$ cat src/rtl/nes_joypad.sv
// ---------------------------------------------------------------------------
// nes_joypad
//
// Responder side of the NES controller serial port. It models two standard
// pads, each an 8-bit parallel-in/serial-out register in the style of the
// 4021, behind the $4016/$4017 strobe/read/data handshake.
//
// Input path, for each of the 16 raw buttons:
//   2-flop synchroniser -> debouncer -> opposing-direction filter
// The filtered value is latched into the pad shift register while strobe is
// high. Each read pulse then shifts it out LSB first, and 1s fill in from the
// MSB.
//
// Ports
//   clk       system clock
//   rst       synchronous reset, active-high
//   strobe_i  latch control; while high the pads reload on every cycle
//   rd_i      one-cycle read pulses; bit0 = pad 0 ($4016), bit1 = pad 1 ($4017)
//   data_o    serial data; bit n = bit 0 of the pad n shift register
//   btn0_i    pad 0 raw buttons, active-high, asynchronous
//   btn1_i    pad 1 raw buttons, active-high, asynchronous
//
// Button order within a pad: 0 A, 1 B, 2 Select, 3 Start,
//                            4 Up, 5 Down, 6 Left, 7 Right
// ---------------------------------------------------------------------------
module nes_joypad #(
  parameter int DEBOUNCE_CYCLES = 50000,
  parameter bit BLOCK_OPPOSING  = 1'b1
) (
  input  logic       clk,
  input  logic       rst,
  input  logic       strobe_i,
  input  logic [1:0] rd_i,
  output logic [1:0] data_o,
  input  logic [7:0] btn0_i,
  input  logic [7:0] btn1_i
);

  localparam int NBTN  = 16;
  localparam int CNT_W = $clog2(DEBOUNCE_CYCLES + 1);
  localparam logic [CNT_W-1:0] CNT_LAST = CNT_W'(DEBOUNCE_CYCLES - 1);
  localparam logic [CNT_W-1:0] CNT_ONE  = CNT_W'(1);

  localparam int BTN_UP    = 4;
  localparam int BTN_DOWN  = 5;
  localparam int BTN_LEFT  = 6;
  localparam int BTN_RIGHT = 7;

  // Up+Down or Left+Right pressed together cannot happen on a real pad.
  // Games can misbehave if they see it, so both buttons of the pair are
  // reported as released.
  function automatic logic [7:0] block_opposing(input logic [7:0] b);
    logic [7:0] f;
    f = b;
    if (b[BTN_UP] && b[BTN_DOWN]) begin
      f[BTN_UP]   = 1'b0;
      f[BTN_DOWN] = 1'b0;
    end
    if (b[BTN_LEFT] && b[BTN_RIGHT]) begin
      f[BTN_LEFT]  = 1'b0;
      f[BTN_RIGHT] = 1'b0;
    end
    return f;
  endfunction

  function automatic logic [7:0] pad_filter(input logic [7:0] b);
    return BLOCK_OPPOSING ? block_opposing(b) : b;
  endfunction

  logic [NBTN-1:0] raw;
  logic [NBTN-1:0] sync_p0;
  logic [NBTN-1:0] sync_p1;
  logic [NBTN-1:0] db;
  logic [7:0]      filt0;
  logic [7:0]      filt1;
  logic [7:0]      sr0;
  logic [7:0]      sr1;

  assign raw = {btn1_i, btn0_i};

  // ---- stage p0/p1: two-flop synchroniser for the asynchronous buttons ----
  always_ff @(posedge clk) begin
    if (rst) begin
      sync_p0 <= '0;
      sync_p1 <= '0;
    end else begin
      sync_p0 <= raw;
      sync_p1 <= sync_p0;
    end
  end

  // ---- debounce: one counter per button ----
  // The counter runs only while the synchronised value disagrees with the
  // accepted state. Because both are single bits, a run of disagreement
  // means the input held one steady value for that many cycles. Any cycle
  // of agreement restarts the count.
  for (genvar i = 0; i < NBTN; i++) begin : g_db
    logic             db_r;
    logic [CNT_W-1:0] cnt_r;

    always_ff @(posedge clk) begin
      if (rst) begin
        db_r  <= 1'b0;
        cnt_r <= '0;
      end else if (sync_p1[i] == db_r) begin
        cnt_r <= '0;
      end else if (cnt_r == CNT_LAST) begin
        db_r  <= sync_p1[i];
        cnt_r <= '0;
      end else begin
        cnt_r <= cnt_r + CNT_ONE;
      end
    end

    assign db[i] = db_r;
  end

  assign filt0 = pad_filter(db[7:0]);
  assign filt1 = pad_filter(db[15:8]);

  // ---- pad shift registers ----
  // Strobe has priority over read, so a read in the same cycle as a reload
  // is lost, just as on the real 4021. Shifting in 1s makes reads past the
  // eighth return 1, which matches official pads.
  always_ff @(posedge clk) begin
    if (rst) begin
      sr0 <= 8'h00;
      sr1 <= 8'h00;
    end else if (strobe_i) begin
      sr0 <= filt0;
      sr1 <= filt1;
    end else begin
      if (rd_i[0]) sr0 <= {1'b1, sr0[7:1]};
      if (rd_i[1]) sr1 <= {1'b1, sr1[7:1]};
    end
  end

  // The CPU samples data_o in the cycle it decodes the read, so the output
  // comes straight from the register with no extra stage.
  assign data_o = {sr1[0], sr0[0]};

endmodule
$ cat config.mk
export PLATFORM = sky130hd
export DESIGN_NAME = nes_joypad
export DESIGN_NICKNAME = d
export VERILOG_FILES = /design/src/rtl/nes_joypad.sv
export SDC_FILE = /design/constraint.sdc
export NUM_CORES = 1
export LEC_CHECK = 0
export ABC_AREA = 0
export BUFFER_PORTS_ARGS = -buffer_cell sky130_fd_sc_hd__buf_2
export CORE_ASPECT_RATIO = 1.2
export CORE_MARGIN = 3
export CORE_UTILIZATION = 40
export DETAILED_ROUTE_END_ITERATION = 12
export SLEW_MARGIN = 20
export SYNTH_ARGS = -nofsm -noshare
export SYNTH_HDL_FRONTEND = slang
export SYNTH_SLANG_ARGS = --single-unit
$ cat constraint.sdc
create_clock -name clk -period 1.95 [get_ports clk]
set_clock_uncertainty 0.1 [all_clocks]
set_input_delay 0.195 -clock clk [delete_from_list [all_inputs] [get_ports clk]]
set_output_delay 0.195 -clock clk [all_outputs]
set_load 0.01 [all_outputs]
==> metrics.txt <==
# TYPE chip_impl_metric gauge
chip_impl_metric{name="pin_count_of_the_biggest_net_entering_global_routing",unit=""} 33
chip_impl_metric{name="timing.max_cap.violations",unit=""} 0
chip_impl_metric{name="worst_ep_required_time",unit="ns"} 2.24
chip_impl_metric{name="report.final.hold_viol_count",unit=""} 0
chip_impl_info{name="r2r-end",value="g_db[10].cnt_r[14]"} 1
chip_impl_metric{name="synth.yosys.warnings",unit=""} 0
chip_impl_metric{name="core_area",unit="sq um"} 33200
chip_impl_metric{name="postRouteWirelength",unit="microns"} 24900
chip_impl_metric{name="area.growth.synth_to_final",unit="%"} 18.6
chip_impl_info{name="crit_end",value="g_db[10].cnt_r[14]"} 1
chip_impl_metric{name="layout.nets",unit=""} 1658
chip_impl_metric{name="synth_edf_count",unit=""} 0
chip_impl_metric{name="clk_latency",unit="ns"} 0.51
chip_impl_metric{name="timing.slew.headroom",unit="%"} 64.7
chip_impl_metric{name="finalWorstPathRequiredPeriod",unit="ns"} 1.98
chip_impl_metric{name="gp_routability_congestion",unit=""} 0.809
chip_impl_metric{name="cts.sink_count",unit=""} 320
chip_impl_metric{name="clk_transition_reported_paths",unit="ns"} 0.06
chip_impl_metric{name="static-leakage-power",unit="nW"} 5.13
chip_impl_metric{name="final.fill_count",unit=""} 3240
chip_impl_metric{name="timing.critical_path.slowest_cell_delay",unit="ns"} 0.56
chip_impl_info{name="min_path_type",value="in -> reg"} 1
chip_impl_metric{name="io_buffer_count",unit=""} 22
chip_impl_metric{name="layout_setup_ws",unit="ns"} -0.0307
chip_impl_info{name="ys_dominant_reg_cell",value="dfxtp_1"} 1
chip_impl_info{name="layout_commonest_cell",value="dfxtp_1"} 1
chip_impl_metric{name="setup_viol_count_final",unit=""} 20
chip_impl_metric{name="worst-r2r-setup-slack",unit="ns"} -0.03
chip_impl_info{name="slowest_stage",value="or4_4"} 1
chip_impl_metric{name="ir_worst_vdd",unit="mV"} 0.561
chip_impl_metric{name="gr-total-overflow",unit=""} 0
chip_impl_metric{name="number_of_iterations_in_the_first_detailed_routing_pass",unit=""} 5
chip_impl_metric{name="cts-buffers-inserted",unit=""} 34
chip_impl_metric{name="synth_seq_area_share",unit="%"} 47.3
chip_impl_metric{name="cp.buffers_inverters",unit=""} 1
chip_impl_metric{name="grt_util_all_layers",unit="%"} 13.7
chip_impl_metric{name="cp_data_arrival_time",unit="ns"} 2.27
chip_impl_metric{name="syn-mean-instance-area",unit="sq um"} 8.97
chip_impl_metric{name="drc",unit=""} 0
chip_impl_info{name="timing.critical_path.mode_cell",value="or4_4"} 1
chip_impl_metric{name="post-place-cells",unit=""} 2014
chip_impl_info{name="critPathKind",value="reg -> reg"} 1
chip_impl_metric{name="rr_worst_depth",unit=""} 5
chip_impl_info{name="timing.rr.start",value="g_db[10].cnt_r[7]"} 1
chip_impl_info{name="rsz0062_at_grt",value="true"} 1
chip_impl_info{name="worstSetupEndpointType",value="register"} 1
chip_impl_info{name="path_delay_family",value="simple AND/OR/NAND/NOR gates"} 1
chip_impl_metric{name="net_count_after_synthesis",unit=""} 1545
chip_impl_metric{name="final_layout_size_suffix_gt1_share",unit="%"} 11.7
chip_impl_metric{name="synth_cells",unit=""} 1508
chip_impl_metric{name="ctsHtreeMaxLevel",unit=""} 2
chip_impl_metric{name="io_pins",unit=""} 23
chip_impl_metric{name="setup_repair_bufs_after_cts",unit=""} 0
chip_impl_info{name="critical_path.cell_chain",value="or4_4 > or4_4 > o21ai_4 > buf_12 > nor2_1"} 1
chip_impl_metric{name="detailroute.via_count",unit=""} 10300
chip_impl_metric{name="grt_antenna_before_repair",unit=""} 1
chip_impl_metric{name="synthArstFlopShare",unit="%"} 0
chip_impl_metric{name="final-max-slew-violation-count",unit=""} 0
chip_impl_metric{name="hpwlAfterDp",unit="microns"} 17000
chip_impl_metric{name="critical_path_peak_fanout",unit=""} 15
chip_impl_info{name="violations",value="setup timing"} 1
chip_impl_metric{name="floorplan.initialDensity",unit="%"} 40.7
chip_impl_metric{name="grt_pass1_vias",unit=""} 9829
chip_impl_metric{name="die_h",unit="microns"} 208
chip_impl_metric{name="drt.antenna.violating_nets",unit=""} 0
chip_impl_metric{name="area_of_the_die",unit="sq um"} 36100
chip_impl_metric{name="syn_std_cell_area",unit="sq um"} 13500
chip_impl_metric{name="post_synth_num_cell_types",unit=""} 46
chip_impl_metric{name="die_w",unit="microns"} 174
chip_impl_info{name="start_kind",value="register"} 1
chip_impl_metric{name="grt_pass1_wl",unit="microns"} 43900
chip_impl_metric{name="antennaDiodeCount",unit=""} 0
chip_impl_info{name="most-common-layout-cells",value="315 x dfxtp_1, 308 x nor2_1, 187 x xnor2_1, 83 x nand3_1, 76 x buf_4"} 1
chip_impl_metric{name="clock.fmax",unit="MHz"} 505
chip_impl_info{name="cts_root_buffer",value="clkbuf_16"} 1
chip_impl_metric{name="detailedRoute.firstIterationViolations",unit=""} 453
chip_impl_info{name="run_status",value="complete, but fails checks"} 1
chip_impl_metric{name="avgViaCountPerCell",unit=""} 4.91
chip_impl_metric{name="timing_worst_slew_pin_value",unit="ns"} 0.529
chip_impl_info{name="cts_tree",value="built"} 1
chip_impl_metric{name="final_standard_cell_count_with_taps_included_and_fillers_excluded",unit=""} 2094
chip_impl_metric{name="floorplan.rows",unit=""} 73
chip_impl_metric{name="ys_seq_elements",unit=""} 320
chip_impl_metric{name="post-route-period-util",unit="%"} 102
chip_impl_metric{name="cts_max_path_buffers",unit=""} 3
chip_impl_info{name="crit_path_start",value="g_db[10].cnt_r[7]"} 1
chip_impl_metric{name="timing.critical_path.depth",unit=""} 5
chip_impl_metric{name="power.density",unit="nW/um^2"} 821
chip_impl_metric{name="worst_hold_slack",unit="ns"} 0.0453
chip_impl_metric{name="avgRoutedWirePerCell",unit="microns"} 11.9
==> timing repair <==
action | in CTS | in global routing
gates cloned | 0 | 3
hold buffers | 18 | 0
endpoints found under the hold margin | 23 | 0
pin swaps | 0 | 7
endpoints found under the setup margin | 55 | 61
gates resized for setup | 3 | 18
==> worst min-delay path, delay by kind of cell <==
family                 cells  cell delay (ns)
AND/OR/NAND/NOR            2             0.23
buffers and inverters      1             0.18
==> synthesized netlist by cell type, types with 16 or more instances <==
| cell | n | share of area [%] |
|---|---|---|
| nor4bb_1 | 16 | 1.2 |
| nand2_1 | 57 | 1.6 |
| xor2_1 | 49 | 3.2 |
| inv_1 | 45 | 1.2 |
| ha_1 | 16 | 1.5 |
| nor3_1 | 62 | 2.3 |
| nor2_1 | 316 | 8.8 |
| nor4_1 | 64 | 3.0 |
| nor2b_1 | 34 | 1.6 |
| and3_1 | 23 | 1.1 |
| clkbuf_1 | 29 | 0.80 |
| nand4_1 | 68 | 3.1 |
| dfxtp_1 | 320 | 47 |
| nand3_1 | 83 | 3.1 |
| mux2i_1 | 25 | 1.8 |
| xnor2_1 | 187 | 12 |
==> stage by stage <==
| step | setup WS, ns | total power, mW | setup TNS, ns | utilization, % | area [sq um] |
|---|---|---|---|---|---|
| 3_3_place_gp | -0.00492 | 6.97 | -0.0428 | 44.0 | 14600 |
| 3_5_place_dp | -0.0323 | 6.97 | -0.796 | 44.0 | 14600 |
| 4_1_cts | -0.0322 | 13.4 | -0.330 | 48.0 | 16000 |
| 2_1_floorplan | -0.0259 | 6.89 | -0.239 | - | 13600 |
| 5_1_grt | -0.0875 | 13.7 | -1.45 | 48.3 | 16100 |
| 6_report | -0.0307 | 13.2 | -0.354 | 48.3 | 16100 |
==> power breakdown <==
part           leakage (nW)  switching [mW]  internal, mW  total (mW)
registers              2.59          0.0265          6.58        6.61
logic                  2.00           0.133         0.116       0.249
clock network         0.546            2.56          3.76        6.33
==> worst min path at each step <==
| stage | startpoint | endpoint | slack (ns) | cells after the start |
|---|---|---|---|---|
| floorplan | btn0_i[0] | sync_p0[0] | 0.22 | 1 |
| global placement | btn0_i[1] | sync_p0[1] | 0.30 | 2 |
| detailed placement | btn0_i[7] | sync_p0[7] | 0.31 | 2 |
| CTS | rd_i[1] | sr1[7] | 0.01 | 3 |
| global route | rd_i[1] | sr1[7] | 0.07 | 3 |
| finish | rd_i[1] | sr1[7] | 0.05 | 3 |
==> layer usage <==
metal	track usage [%]	part of all wire, %
met1	17.3	47
met2	23.7	48
met3	2.49	2.8
met4	4.16	1.9
met5	0	0.048
==> final cells by class <==
class | count | area, sq um | share of cell area (%)
tap | 450 | 563 | 3.51
sequential | 320 | 6410 | 39.9
timing repair buffer | 119 | 941 | 5.86
clock inverter | 13 | 108 | 0.670
multi-input combinational | 1101 | 6850 | 42.7
inverter | 45 | 169 | 1.05
clock buffer | 46 | 1010 | 6.27
==> sequential cells by signal, indices dropped and copies added (netlist names) <==
register,flops
sr0,8
g_db.cnt_r,256
sync_p0,16
g_db.db_r,16
sr1,8
sync_p1,16
==> logic make-up after synthesis <==
family / after synthesis / share of synthesized area, %
AOI/OAI and AO/OA: 35 / 1.59
xor gates and xnor gates: 236 / 15.3
adders and majority gates: 16 / 1.48
buffers and inverters: 89 / 2.76
DFF: 320 / 47.3
muxes: 27 / 2.02
and+or+nand+nor: 785 / 29.5
Note: power is estimated with default switching activity, not from simulation.
